`src/rtl/ss_smooth_signed_multi_if.sv`:
```
// Channel bus for the signed stochastic smoother: shared control plus per-channel
// magnitude/sign inputs and registered smoothed outputs.
interface ss_smooth_signed_multi_if #(
    parameter int NCH = 4
);
    logic           EN;
    logic           MODE;
    logic [NCH-1:0] IN;
    logic [NCH-1:0] SIGN;
    logic [NCH-1:0] OUT;
    logic [NCH-1:0] OUT_SIGN;
    logic [NCH-1:0] SAT;

    modport master (
        output EN, MODE, IN, SIGN,
        input  OUT, OUT_SIGN, SAT
    );

    modport slave (
        input  EN, MODE, IN, SIGN,
        output OUT, OUT_SIGN, SAT
    );
endinterface

```
`src/rtl/ss_smooth_signed_multi.sv`:
```
// Multi-channel smoother for signed stochastic streams: run-length window detect
// (MODE=0) or leaky saturating up/down accumulator with magnitude threshold (MODE=1).
//
// state  | meaning
// ST_RUN | run-length mode, RUNP/RUNN count consecutive same-sign ones
// ST_ACC | accumulator mode, ACC integrates +1/-1 steps with optional leak
module ss_smooth_signed_multi #(
    parameter int NCH = 4,
    parameter int NS  = 4,
    parameter int CW  = 6,
    parameter int TH  = 8,
    parameter int LK  = 0
) (
    input logic                     CLK,
    input logic                     INIT,
    ss_smooth_signed_multi_if.slave bus
);
    localparam int RW = $clog2(NS + 1);
    localparam int PW = (LK > 0) ? LK : 1;
    localparam logic [RW-1:0]        NSV     = RW'(NS);
    localparam logic signed [CW:0]   ONE     = (CW+1)'(1);
    localparam logic signed [CW:0]   ACC_MAX = (CW+1)'((1 << (CW-1)) - 1);
    localparam logic signed [CW:0]   ACC_MIN = -ACC_MAX;
    localparam logic signed [CW:0]   THV     = (CW+1)'(TH);

    typedef enum logic {
        ST_RUN = 1'b0,
        ST_ACC = 1'b1
    } mode_t;

    mode_t mode_q, mode_d;
    logic  mode_chg;

    logic [NCH-1:0][RW-1:0] runp_q, runp_d, runn_q, runn_d;
    logic [NCH-1:0][CW-1:0] acc_q, acc_d;
    logic [NCH-1:0]         out_q, out_d, osgn_q, osgn_d, sat_q, sat_d;
    logic [PW-1:0]          pre_q, pre_d;
    logic                   leak_tick;

    logic                   p, n;
    logic signed [CW:0]     acc_cur, step, leak, sum, mag;

    always_ff @(posedge CLK) begin
        if (INIT) mode_q <= mode_t'(bus.MODE);
        else      mode_q <= mode_d;
    end

    always_comb begin
        mode_d   = mode_q;
        mode_chg = 1'b0;
        if (bus.EN) begin
            mode_d   = mode_t'(bus.MODE);
            mode_chg = (mode_t'(bus.MODE) != mode_q);
        end
    end

    always_comb begin
        runp_d    = runp_q;
        runn_d    = runn_q;
        acc_d     = acc_q;
        out_d     = out_q;
        osgn_d    = osgn_q;
        sat_d     = sat_q;
        pre_d     = pre_q;
        p         = 1'b0;
        n         = 1'b0;
        acc_cur   = '0;
        step      = '0;
        leak      = '0;
        sum       = '0;
        mag       = '0;
        // prescaler sits at all-ones on the cycle that applies the leak
        leak_tick = (LK > 0) && (pre_q == {PW{1'b1}});

        if (mode_chg) begin
            runp_d = '0;
            runn_d = '0;
            acc_d  = '0;
            out_d  = '0;
            osgn_d = '0;
            sat_d  = '0;
            pre_d  = '0;
        end else if (bus.EN) begin
            pre_d = (LK > 0) ? pre_q + PW'(1) : '0;
            for (int c = 0; c < NCH; c++) begin
                p = bus.IN[c] & ~bus.SIGN[c];
                n = bus.IN[c] &  bus.SIGN[c];
                if (mode_q == ST_RUN) begin
                    runp_d[c] = p ? ((runp_q[c] == NSV) ? NSV : runp_q[c] + RW'(1)) : '0;
                    runn_d[c] = n ? ((runn_q[c] == NSV) ? NSV : runn_q[c] + RW'(1)) : '0;
                    out_d[c]  = (runp_q[c] == NSV) | (runn_q[c] == NSV);
                    osgn_d[c] = (runn_q[c] == NSV);
                    sat_d[c]  = 1'b0;
                end else begin
                    runp_d[c] = '0;
                    runn_d[c] = '0;
                    acc_cur   = {acc_q[c][CW-1], acc_q[c]};
                    step      = p ? ONE : (n ? -ONE : '0);
                    if (leak_tick && acc_cur > 0)      leak = -ONE;
                    else if (leak_tick && acc_cur < 0) leak = ONE;
                    else                               leak = '0;
                    // one extra bit of headroom so the clamp sees the true sum
                    sum = acc_cur + step + leak;
                    if (sum > ACC_MAX)      sum = ACC_MAX;
                    else if (sum < ACC_MIN) sum = ACC_MIN;
                    acc_d[c]  = sum[CW-1:0];
                    mag       = acc_cur[CW] ? -acc_cur : acc_cur;
                    out_d[c]  = (mag >= THV);
                    osgn_d[c] = acc_cur[CW];
                    sat_d[c]  = (mag == ACC_MAX);
                end
            end
        end
    end

    always_ff @(posedge CLK) begin
        if (INIT) begin
            runp_q <= '0;
            runn_q <= '0;
            acc_q  <= '0;
            out_q  <= '0;
            osgn_q <= '0;
            sat_q  <= '0;
            pre_q  <= '0;
        end else begin
            runp_q <= runp_d;
            runn_q <= runn_d;
            acc_q  <= acc_d;
            out_q  <= out_d;
            osgn_q <= osgn_d;
            sat_q  <= sat_d;
            pre_q  <= pre_d;
        end
    end

    assign bus.OUT      = out_q;
    assign bus.OUT_SIGN = osgn_q;
    assign bus.SAT      = sat_q;
endmodule

```
`src/flat_wrapper.sv`:
```
// flat-port wrapper written by rule: the top's interface ports become plain ports
module ss_smooth_signed_multi_flat 
#(
    parameter int NCH = 4,
    parameter int NS  = 4,
    parameter int CW  = 6,
    parameter int TH  = 8,
    parameter int LK  = 0
)
  (CLK, INIT, bus_EN, bus_MODE, bus_IN, bus_SIGN, bus_OUT, bus_OUT_SIGN, bus_SAT);
  ss_smooth_signed_multi_if #(.NCH(NCH)) bus_i ();
  input logic CLK;
  input logic INIT;
  input wire logic [$bits(bus_i.EN)-1:0] bus_EN;
  input wire logic [$bits(bus_i.MODE)-1:0] bus_MODE;
  input wire logic [$bits(bus_i.IN)-1:0] bus_IN;
  input wire logic [$bits(bus_i.SIGN)-1:0] bus_SIGN;
  output wire logic [$bits(bus_i.OUT)-1:0] bus_OUT;
  output wire logic [$bits(bus_i.OUT_SIGN)-1:0] bus_OUT_SIGN;
  output wire logic [$bits(bus_i.SAT)-1:0] bus_SAT;
  assign bus_i.EN = bus_EN;
  assign bus_i.MODE = bus_MODE;
  assign bus_i.IN = bus_IN;
  assign bus_i.SIGN = bus_SIGN;
  assign bus_OUT = bus_i.OUT;
  assign bus_OUT_SIGN = bus_i.OUT_SIGN;
  assign bus_SAT = bus_i.SAT;
  ss_smooth_signed_multi #(.NCH(NCH), .NS(NS), .CW(CW), .TH(TH), .LK(LK)) u_core (.CLK(CLK), .INIT(INIT), .bus(bus_i));
endmodule
```
`config.mk`:
```
export PLATFORM = sky130hd
export DESIGN_NAME = ss_smooth_signed_multi_flat
export DESIGN_NICKNAME = d
export VERILOG_FILES = /design/src/rtl/ss_smooth_signed_multi_if.sv /design/src/rtl/ss_smooth_signed_multi.sv /design/src/flat_wrapper.sv
export SDC_FILE = /design/constraint.sdc
export NUM_CORES = 1
export LEC_CHECK = 0
export BUFFER_PORTS_ARGS = -buffer_cell sky130_fd_sc_hd__buf_2
export CORE_MARGIN = 3
export CORE_UTILIZATION = 60
export CTS_CLUSTER_DIAMETER = 40
export DETAILED_ROUTE_END_ITERATION = 7
export GPL_TIMING_DRIVEN = 0
export PLACE_DENSITY = 0.84
export SLEW_MARGIN = 20
export SYNTH_ARGS = -nofsm -noshare
export SYNTH_HDL_FRONTEND = slang
export SYNTH_SLANG_ARGS = --single-unit
export TNS_END_PERCENT = 5
```
`constraint.sdc`:
```
create_clock -name CLK -period 2.9 [get_ports CLK]
set_clock_uncertainty 0.1 [all_clocks]
set_input_delay 0.435 -clock CLK [delete_from_list [all_inputs] [get_ports CLK]]
set_output_delay 0.435 -clock CLK [all_outputs]
set_load 0.03 [all_outputs]
```
* Yosys cells after proc, flatten, opt, wreduce, memory -nomap -nowiden
Index checks and enable logic that the tools add are counted.
** Word-level totals
- Register bits :: 61
- Input port bits :: 12
- Output and inout bits :: 12
- Word-level logic and storage cells :: 142
** Operators by class
- Add/subtract/negate cells :: 20
- Order comparisons :: 12
- Eq/ne operators :: 13
- Multiplexer cells :: 62
- Bitwise operators :: 16
- Reduce and logical (&&, ||, !) cells :: 3
** Operators with widths (count)
- $mux W7 :: 15
- $mux W3 :: 24
- $mux W6 :: 8
- $add A6 B7 Y7 :: 4
- $add A7 B7 Y7 :: 4
- $eq A7 B6 Y1 const B :: 4
- $ge A7 B5 Y1 const B :: 4
- $gt A7 B6 Y1 const B :: 4
- $lt A7 B6 Y1 const B :: 4
- $neg A6 Y7 :: 4
- $add A3 B1 Y3 const B :: 8
- $eq A3 B3 Y1 const B :: 8
- $mux W1 :: 15
- $and A1 B1 Y1 :: 8
- $not A1 Y1 :: 4
- $or A1 B1 Y1 :: 4
- $reduce_and A2 Y1 :: 1
- $reduce_bool A2 Y1 :: 1
- $reduce_or A2 Y1 :: 1
- $ne A1 B1 Y1 :: 1

* Depth between registers and ports, before layout
Gate-level depths: netlist of the first run.
- Word-level depth :: 8
- Mapped depth :: 9
- Depth with buffers taken out :: 9

* Worst setup path before layout of the first run
OpenSTA, ideal clock, no wires.
- Kind :: input-to-reg
- Start :: in bus_IN[3]
- End :: reg u_core.acc_q[20] (netlist name)
- Library setup time :: 0.119 ns
- Arrival time :: 2.448 ns
- Required time :: 2.681 ns
- Setup slack :: 0.233 ns
- Stages :: 9
- Path buffers :: 0
- Path through :: and2_1 -> xnor2_1 -> ha_1 -> or3_1 -> o32a_1 -> xnor2_1 -> o311ai_2 -> a2bb2oi_1 -> o221a_2
** Between the ends
- Cells in the longest elaborated chain, start to end :: 8
- Elaborated cells between the ends (all ways) :: 10
- Those cells by class :: 2 x add/sub; 2 x order compare; 4 x mux; 2 x bitwise
** Ends and longest elaborated chain
- start, declared :: RTL line flat_wrapper.sv:16 : input wire logic [$bits(bus_i.IN)-1:0] bus_IN;
- $and A1 B1 Y1 :: RTL line ss_smooth_signed_multi.sv:87 : n = bus.IN[c] & bus.SIGN[c];
- $mux W7 :: RTL line ss_smooth_signed_multi.sv:98 : step = p ? ONE : (n ? -ONE : '0);
- $mux W7 (*) :: RTL line ss_smooth_signed_multi.sv:98
- $add A6 B7 Y7 (*) :: RTL line ss_smooth_signed_multi.sv:103 : sum = acc_cur + step + leak;
- $add A7 B7 Y7 (*) :: RTL line ss_smooth_signed_multi.sv:103
- $lt A7 B6 Y1 :: RTL line ss_smooth_signed_multi.sv:105 : else if (sum < ACC_MIN) sum = ACC_MIN;
- $mux W6 :: RTL line ss_smooth_signed_multi.sv:105
- $mux W6 (*) :: RTL line ss_smooth_signed_multi.sv:104 : if (sum > ACC_MAX) sum = ACC_MAX;
- end signal, assigned :: RTL line ss_smooth_signed_multi.sv:120 : acc_q <= '0;
- end signal, assigned :: RTL line ss_smooth_signed_multi.sv:128 : acc_q <= acc_d;
- end, declared :: RTL line ss_smooth_signed_multi.sv:35 : logic [NCH-1:0][CW-1:0] acc_q, acc_d;
Mark *: on every way between the ends. The rest lies on a longest branch, timed or not.
A chain may end at the register's enable or synchronous reset.

* Worst setup path in the final report of the first run
- Start :: reg u_core.acc_q[19] (netlist name)
- End :: reg u_core.acc_q[20] (netlist name)
** Between the ends
- Cells in the longest elaborated chain, start to end :: 5
- Elaborated cells between the ends (all ways) :: 6
- Those cells by class :: 2 x add/sub; 2 x order compare; 2 x mux
** Ends and longest elaborated chain (RTL line)
- $add A6 B7 Y7 (*) :: ss_smooth_signed_multi.sv:103
- $add A7 B7 Y7 (*) :: ss_smooth_signed_multi.sv:103
- $lt A7 B6 Y1 :: ss_smooth_signed_multi.sv:105
- $mux W6 :: ss_smooth_signed_multi.sv:105
- $mux W6 (*) :: ss_smooth_signed_multi.sv:104
Marks and branches as above.

==> results list, run 1 <==
- FMAX: 0.3623 GHz
- Initial cell density of the core: 63.23%
- The top cell type by area accounts for 27.36% of the synthesized area.
- Total Wirelength: 11.71 mm
- Worst Hold Path EP: u_core.mode_q$_DFFE_PP_
- The worst register-to-register path begins at u_core.acc_q[19]$_SDFFE_PP0P_.
- DRC violation count after routing: 0
- HP Start: bus_MODE
- Synthesis produced a netlist with a net count of 610.
- After synthesis the netlist holds a flip-flop and latch count of 61.
- The number of antenna violations at the first check in global routing came to 0.
- Leaving out fill and tap cells, the most frequent cells in the layout are sky130_fd_sc_hd__nand2_1, sky130_fd_sc_hd__nor2_1, sky130_fd_sc_hd__dfxtp_1.
- IO Pins: 24
- The die is 91.54 um tall.
- The worst setup path is launched from a flip-flop.
* Clock buffer count from CTS: 9
- Max-capacitance violation count: 0
* Slack of the worst reg-to-reg path: around 0.14 ns
- Sorting the synthesized cells by area gives the leading types as sky130_fd_sc_hd__dfxtp_1, sky130_fd_sc_hd__ha_1, sky130_fd_sc_hd__a21oi_1.
- The setup path with the least slack is of type flip-flop to flip-flop.
* Area of the core: 6944 sq um
- In this design, the largest share of critical-path delay is due to compound AO/OA/AOI/OAI gates.
- Summing the sequential cell areas from Yosys gives between 20% and 30% of the chip area.
* Post-DR vias/cell: 6.340
* Post-layout total power: 0.002195 W
- Count of endpoints failing hold in the final timing report: 0
* CP required: around 3.0 ns
- The number of hold buffers added after CTS was 0.
- Global route total overflow: 0
- Antenna-violating nets left: 0
- After technology mapping, the gate count stands at 570.
- At the pin with the least slew margin, the transition time is 0.9943 ns.
- Tracing the worst setup path back leads to its startpoint at u_core.acc_q[19]$_SDFFE_PP0P_.
- Count of distinct cell types in the synthesized netlist: around 70
- The biggest area contributor in the post-synthesis netlist is sky130_fd_sc_hd__dfxtp_1.
* Syn Std Cell Area: 4390 sq um
- Clock root buffer: sky130_fd_sc_hd__clkbuf_8
- For the worst setup path, the data arrival time is 2.90 ns.
- Count of clock tree sinks: 61
- Counting flops with a built-in enable in the synthesized netlist gives 1.
- The net count of the finished layout is 644.
* Count of antenna diodes in the layout: 0
* Layout cell share with drive strength beyond 1: between 10 and 15%
- In this run the deepest clock path goes through 2 buffers.
- After clock tree synthesis, the clock-pin slew on the worst setup and hold paths is 0.08 ns.
* First-pass GRT wire length: 19.00 mm
* Most Frequent Cell on Critical Path: sky130_fd_sc_hd__xnor2_1
- The final max-slew violation count was 0.
* Hold WC Path Type: input pin to flip-flop
- Syn avg cell area: 7.703 sq um
- Sequence of cells on the critical path: inv_1, xnor2_1, ha_1, or3_1, o32a_1, xnor2_1, o311ai_4, a2bb2oi_1, o221a_2
- Hold Crit Depth: 1
- Summed over all nets, the half-perimeter wirelength after detailed placement is 8.280 mm.
- Entering global routing, the biggest net connects 13 pins.
- H-tree levels: 3
* Setup repair after global routing missed its margin: false
- Number of buffers and inverters on the critical path: 1
- Cell Area, Placed: 4626 sq um
- STA classifies the critical path endpoint as a flip-flop.
- Setup violations remaining at the end of the flow were counted as 0.
- Yosys printed 0 warnings.
- Number of buffers added on ports: 23
* Die width: 91.54 um
* Critical Path Slowest Stage Cell: sky130_fd_sc_hd__o311ai_4
- For this run, the total global-route usage over all layers was measured as between 20% and 30%.
- The area growth from synthesis to layout is 10.34%.
- Worst slew slack as a fraction of its limit: 33.71%
- For this design the static power due to leakage is 1.757 nW.
- After routing the design area is just under 5000 sq um.
- Run status: completed
- Counting cells, the worst reg-to-reg path comes to 9.
* Critical R2R Capture: u_core.acc_q[20]$_SDFFE_PP0P_
* Pre-antenna DRT Iters: 8
- RePlAce Congestion: 0.9350
- Power density cells: 453.1 nW/um^2
* Via count of the first global-routing pass: 4,102
* Clock network latency to the later pin of the worst-skew pair: 0.35 ns
- Of all nets on the critical path, the largest fanout is 7.
- The detailed router finished its first iteration with 383 violations.
* Number of rows created at floorplan: 30
* Maximum resistive drop on vdd: 0.2630 mV
* Area of the die: 8380 sq um
- The final critical path takes up 95.18% of the cycle.
* TritonCTS clock tree: done
- Most frequently used flop master after synthesis: sky130_fd_sc_hd__dfxtp_1
- After synthesis, the share of flip-flops with an asynchronous set or reset is 0%.
- The worst path needs 2.760 ns of the cycle, external delays included.
* Routed length per placed instance: about 17 um
* Number of vias after detailed routing: about 4,500
- The largest single stage delay on the critical path is 0.40 ns.
-- cell families after synthesis --
family	after synthesis	synth area share, %
AND/OR/NAND/NOR	209	23.94
AO/OA/AOI/OAI	174	28.04
buffers and inverters	70	6.298
flip-flops	61	28.04
adder cells (fa/ha/maj)	29	8.208
XOR/XNOR	24	4.788
multiplexers	3	0.6840
-- how the worst max path moves through the flow --
stage	end	cells after the start
after detailed placement	u_core.acc_q[20]$_SDFFE_PP0P_	10
after global placement	u_core.acc_q[20]$_SDFFE_PP0P_	10
after floorplan	u_core.acc_q[20]$_SDFFE_PP0P_	9
after global routing	u_core.acc_q[20]$_SDFFE_PP0P_	9
final	u_core.acc_q[20]$_SDFFE_PP0P_	9
after CTS	u_core.acc_q[20]$_SDFFE_PP0P_	9
-- synth_stat cells (9+ instances only) --
cell type	n
sky130_fd_sc_hd__a31oi_1	11
sky130_fd_sc_hd__xor2_1	9
sky130_fd_sc_hd__dfxtp_1	60
sky130_fd_sc_hd__a21oi_1	49
sky130_fd_sc_hd__a211oi_1	11
sky130_fd_sc_hd__nand3_1	13
sky130_fd_sc_hd__nor3_1	16
sky130_fd_sc_hd__nor2_1	60
sky130_fd_sc_hd__o21ai_0	20
sky130_fd_sc_hd__xnor2_1	15
sky130_fd_sc_hd__nand2_1	60
sky130_fd_sc_hd__inv_1	29
sky130_fd_sc_hd__a22oi_1	10
sky130_fd_sc_hd__clkbuf_1	33
sky130_fd_sc_hd__ha_1	28
-- state kept, by name, indices dropped and copies added (netlist names) --
name,cells
u_core.acc_q,24
u_core.bus.OUT,4
u_core.bus.OUT_SIGN,4
u_core.bus.SAT,4
u_core.mode_q,1
u_core.runn_q,12
u_core.runp_q,12
-- metal layers --
| layer | wire (um) | share of wire, % | GRT usage (%) | vias to the layer above |
|---|---|---|---|---|
| met5 | 0 | 0 | 0 | - |
| met4 | 303 | 2.6 | 14.20 | 0 |
| met3 | 695 | 5.9 | 3.563 | 33 |
| met2 | 5744 | 49 | 47.35 | 182 |
| met1 | 4961 | 42 | 33.98 | 2121 |
| li1 | - | - | - | 2134 |
-- report_power, final --
group	internal (W)	switching, W
Combinational	0.000189	0.000334
Sequential	0.000870	0.0000216
Clock	0.000399	0.000381
-- timing repair --
item,CTS,global route
endpoints found under the setup margin,0,5
gates resized for setup,0,2
setup buffers,0,0
-- metrics by stage --
step	setup TNS (ns)	hold WS, ns	util [%]	setup slack [ns]	std cells
2_1_floorplan	0	0.3621	-	0.2333	570
3_3_place_gp	-0.3990	0.3544	66.61	-0.1645	689
3_5_place_dp	-0.5009	0.3773	66.61	-0.1830	689
4_1_cts	0	0.1807	69.50	0.05728	705
5_1_grt	0	0.1857	69.77	0.006469	705
6_report	0	0.1897	69.77	0.1397	705
-- cell type report --
cell class	count	area [sq um]
Timing Repair Buffer	23	115.1
Inverter	29	108.9
Fill cell	537	2100
Multi-Input combinational cell	439	2900
Clock buffer	9	123.9
Tap cell	96	120.1
Clock inverter	7	76.32
Sequential cell	61	1232
Buffer	41	167.7
Power figures use the tool's default switching activity.
==> inputs of run 2 (changes only) <==
--- a/config.mk
+++ b/config.mk
@@ -7,2 +7,3 @@
 export LEC_CHECK = 0
+export ABC_AREA = 1
 export BUFFER_PORTS_ARGS = -buffer_cell sky130_fd_sc_hd__buf_2
@@ -13,3 +14,3 @@
 export GPL_TIMING_DRIVEN = 0
-export PLACE_DENSITY = 0.84
+export PLACE_DENSITY = 0.83
 export SLEW_MARGIN = 20
==> constraint.sdc (replaced) <==
create_clock -name CLK -period 2.9 [get_ports CLK]
set_clock_uncertainty 0.1 [all_clocks]
set_input_delay 0.145 -clock CLK [delete_from_list [all_inputs] [get_ports CLK]]
set_output_delay 0.145 -clock CLK [all_outputs]
set_load 0.03 [all_outputs]
==> run 2 against run 1 <==
- register-to-register slack improved by 0.33 ns
- via count increased by 5.9%
- non-clock buffer count decreased by 19
- fmax increased by 14%
- worst hold slack got worse by 0.18 ns
- worst setup slack improved by 0.33 ns
- largest cell class unchanged
- highest routed layer unchanged
==> results list, run 2 <==
* Run status: completed
- The total setup buffers inserted after CTS came to 0 (unchanged).
- The proportion of layout cells with a drive suffix above 1 was 12.60% (+1.6 points).
* Mapped Cells: 700 (+23%)
- The fraction of power consumed by the clock network came to 31.4% (-4.1 points).
- H-tree levels: 3 (unchanged)
- The violation count after the first detailed-routing iteration was 378 (-1.3%).
- Critical Path Source Type: flip-flop
- Top library cells by usage in the layout, fill and taps aside: sky130_fd_sc_hd__nand2_1, sky130_fd_sc_hd__inv_1, sky130_fd_sc_hd__nand3_1
* Clock network latency to the later pin of the worst-skew pair: 0.35 ns (about the same)
- Count of clock tree sinks: 61 (unchanged)
- TritonCTS clock tree: done
* Type of the worst setup path: flip-flop to flip-flop
* Post-synthesis sequential area ratio: 27.49% (-0.56 points)
- The share of the synthesized area in compound gates (AO/OA/AOI/OAI) came to 16.42% (-12 points).
- The mapped cell area is 4479 sq um (+2.0%).
- The number of nets in the synthesized netlist is 740 (+21%).
- Count of endpoints failing hold in the final timing report: 0 (unchanged)
* Period minus WS final: 2.430 ns (-0.3307 ns)
- Clk pin slew, worst setup/hold paths: 0.08 ns (about the same)
* Max-capacitance violation count: 0 (unchanged)
* Area of the die: 8539 sq um (+1.9%)
- Internal Pwr Total: 0.001462 W (+0.30%)
- Pre-antenna DRT Iters: 6 (-2)
- The count of input and output buffers was 21 (-8.7%).
- Area added between synthesis and finish: 9.525%
* Worst slew slack as a fraction of its limit: 42.39% (+8.7 points)
* Post-DR vias/cell: 5.676 (-10%)
- STA classifies the critical path endpoint as a flip-flop.
- Overall fraction of global-route tracks in use: 27.62% (-0.13 points)
- After synthesis, the largest family of logic cells by area is simple AND/OR/NAND/NOR gates.
* Transition time at the pin with the least slew margin: 0.8584 ns (-0.1359 ns)
- The total number of yosys warnings came to 0 (unchanged).
- Maximum resistive drop on vdd: 0.2731 mV (+3.8%)
* Number of antenna violations at the first check in global routing: 0 (unchanged)
- Antenna-violating nets left: 0 (unchanged)
- The number of rows in the core area is 30 (unchanged).
- The post-DP HPWL was 8.718 mm (+5.3%).
- Total Wirelength: 11.42 mm (-2.4%)
* Final setup fails: 0 (unchanged)
* Fin area: 4906 sq um (+1.3%)
- Synth Area in Simple Gates: 33.07% (+9.1 points)
* Via count of the first global-routing pass: 4,440 (+8.2%)
- The flip-flop count of the largest register, all copies and words added came to 24 (unchanged).
- Of all cell types, the one taking the most synthesized area is sky130_fd_sc_hd__dfxtp_1.
- The area of the core region came to 7019 sq um (+1.1%).
- The utilization after layout is 69.89% (+0.13 points).
- RePlAce Congestion: 0.8658 (-7.4%)
- Commonest non-fill, non-tap cell in the layout: sky130_fd_sc_hd__nand2_1
- CP required: 3.07 ns (+0.03 ns)
- The fraction of synthesized cell area in xor and xnor cells came to 3.715% (-1.1 points).
* Pins Over Slew Limit: 0 (unchanged)
- The maximum buffer depth of the clock tree came to 2 (unchanged).
* Largest net degree at the start of global routing: 13 (unchanged)
- The routed length per placed instance came to 13.70 um (-18%).
- Post-layout total power: 0.002311 W (+5.3%)
- Syn avg cell area: 6.399 sq um (-17%)
- Total of flip-flops plus latches after synthesis: 61 (unchanged)
- The power density of the placed cells was 471.1 nW/um^2 (+4.0%).
* Initial cell density of the core: 63.81% (+0.59 points)
- Count of antenna diodes in the layout: 0 (unchanged)
* Cell with the most instances after synthesis: sky130_fd_sc_hd__nand2_1
- The period utilization is 83.78% (-11 points).
- FMAX: 0.4116 GHz (+14%)
- Post-synth top cells: sky130_fd_sc_hd__nand2_1, sky130_fd_sc_hd__inv_1, sky130_fd_sc_hd__nand3_1, sky130_fd_sc_hd__dfxtp_1, sky130_fd_sc_hd__a21oi_1
- The share of synthesized flip-flops with an asynchronous set or reset was 0% (unchanged).
- Highest net fanout along the worst path: 10 (+3)
- The portion of total power attributed to combinational logic came to 27.9% (+4.1 points).
- Top cells by area, synth: sky130_fd_sc_hd__dfxtp_1, sky130_fd_sc_hd__nand2_1, sky130_fd_sc_hd__inv_1
* Top-area cell type share of the netlist area: 26.82% (-0.54 points)
- The area after detailed placement came to 4705 sq um (+1.7%).
* Clock root buffer: sky130_fd_sc_hd__clkbuf_8
- The leakage dissipation was 2.421 nW (+38%).
* Hold WC Path Type: input pin to flip-flop
- Sequential share of power: 40.7% (about the same)
- The number of nets in the layout was 773 (+20%).
- Number of vias after detailed routing: 4,734 (+5.9%)
- The post-synthesis cell type count came to 35 (-49%).
- Setup repair after global routing left no endpoint under its margin.
* First-pass GRT wire length: 19.29 mm (+1.6%)
- The number of synthesized flops with an enable pin came to 1 (unchanged).
- The height of the die was 92.41 um (+0.94%).
* Endpoint arrival time on the critical path: 2.60 ns (-0.30 ns)
- The reported net switching power is 0.0008487 W (+15%).
- Proportion of synthesized area in mux cells: 0% (-0.68 points)
- DRC violation count after routing: 0 (unchanged)
* Die width: 92.41 um (+0.94%)
* Setup tns final: 0 ns (unchanged)
- Clock buffer count from CTS: 9 (unchanged)
- Global route total overflow: 0 (unchanged)
- Post-Synth Adder-Cell Area: 7.821% (-0.39 points)
- The net switching fraction of the power was 36.72% (+3.2 points).
* IO Pins: 24 (unchanged)
- Largest Register: u_core.acc_q
* Largest registers ranked by flip-flop count: u_core.acc_q: 24 flops, u_core.runn_q: 12 flops, u_core.runp_q: 12 flops
- For this run, the leading register cell type out of synthesis is sky130_fd_sc_hd__dfxtp_1.
[run 2: cell types whose count changed after synthesis, moves of 14 or more]
cell,change
sky130_fd_sc_hd__nand2_2,+17
sky130_fd_sc_hd__nand3_1,+59
sky130_fd_sc_hd__inv_1,+68
sky130_fd_sc_hd__clkbuf_1,-20
sky130_fd_sc_hd__nand2_1,+106
sky130_fd_sc_hd__nor2_1,-20
sky130_fd_sc_hd__o21ai_0,+26
sky130_fd_sc_hd__inv_2,+14
[run 2: cell families after synthesis]
group / count (synthesis)
AOI/OAI and AO/OA: 128
xor gates and xnor gates: 19
adders and majority gates: 28
buffers and inverters: 134
DFF: 61
and+or+nand+nor: 330
[run 2: critical path, stage by stage (launching register included)]
cell and delay, ns:
sky130_fd_sc_hd__edfxtp_1 0.50, sky130_fd_sc_hd__xor2_1 0.20, sky130_fd_sc_hd__o21ai_1 0.68, sky130_fd_sc_hd__inv_1 0.29
sky130_fd_sc_hd__buf_1 0.35, sky130_fd_sc_hd__a21oi_1 0.23
[run 2: layer usage]
layer  share of wire, %  vias up  GRT usage, %
met1                 42     2200         32.63
met5                  0        -             0
met3                5.9       24         5.849
met4                1.6        0         11.01
met2                 50      162         48.52
li1                   -     2348             -
[run 2: cell type report]
class / instances / area (sq um)
clock inverters: 6 / 42.54
flip-flops and latches: 61 / 1231
fillers: 634 / 2113
repair buffers: 22 / 115.1
plain buffers: 23 / 97.59
multi-input cells: 505 / 2734
clock buffers: 10 / 148.9
well taps: 96 / 120.1
inverters: 111 / 416.7
[run 2: power by group through the flow]
stage	Clock, W	Sequential [W]	Combinational, W
after floorplan	0	0.000952	0.000477
final	0.000726	0.000940	0.000646
after global placement	0	0.000954	0.000611
after detailed placement	0	0.000956	0.000634
after CTS	0.000731	0.000937	0.000639
after global routing	0.000770	0.000943	0.000731
[run 2: what timing repair did]
action                    in CTS  in global routing
gates resized for setup        0                  0
hold endpoints to repair       1                  0
hold buffers                   1                  0
[run 2: path summary, 6_finish.rpt]
check	depth (start not counted)	startpoint	slack (ns)	to
setup / recovery	5	u_core.mode_q$_DFFE_PP_	0.47	u_core.runp_q[11]$_SDFFE_PP0P_
setup reg to reg	5	u_core.mode_q$_DFFE_PP_	0.47	u_core.runp_q[11]$_SDFFE_PP0P_
hold / removal	2	bus_EN	0.01	u_core.mode_q$_DFFE_PP_
hold reg to reg	2	u_core.bus.SAT[2]$_SDFFE_PP0P_	0.37	u_core.bus.SAT[2]$_SDFFE_PP0P_
[run 2: metrics by stage]
| step | hold WS, ns | setup slack [ns] | std cells |
|---|---|---|---|
| floorplan | 0.1439 | 1.084 | 700 |
| global route | 0.008514 | 0.2755 | 834 |
| detailed placement | 0.2652 | 0.5390 | 817 |
| CTS | 0.003237 | 0.4827 | 834 |
| global placement | 0.2464 | 0.5609 | 817 |
| finish | 0.01134 | 0.4705 | 834 |
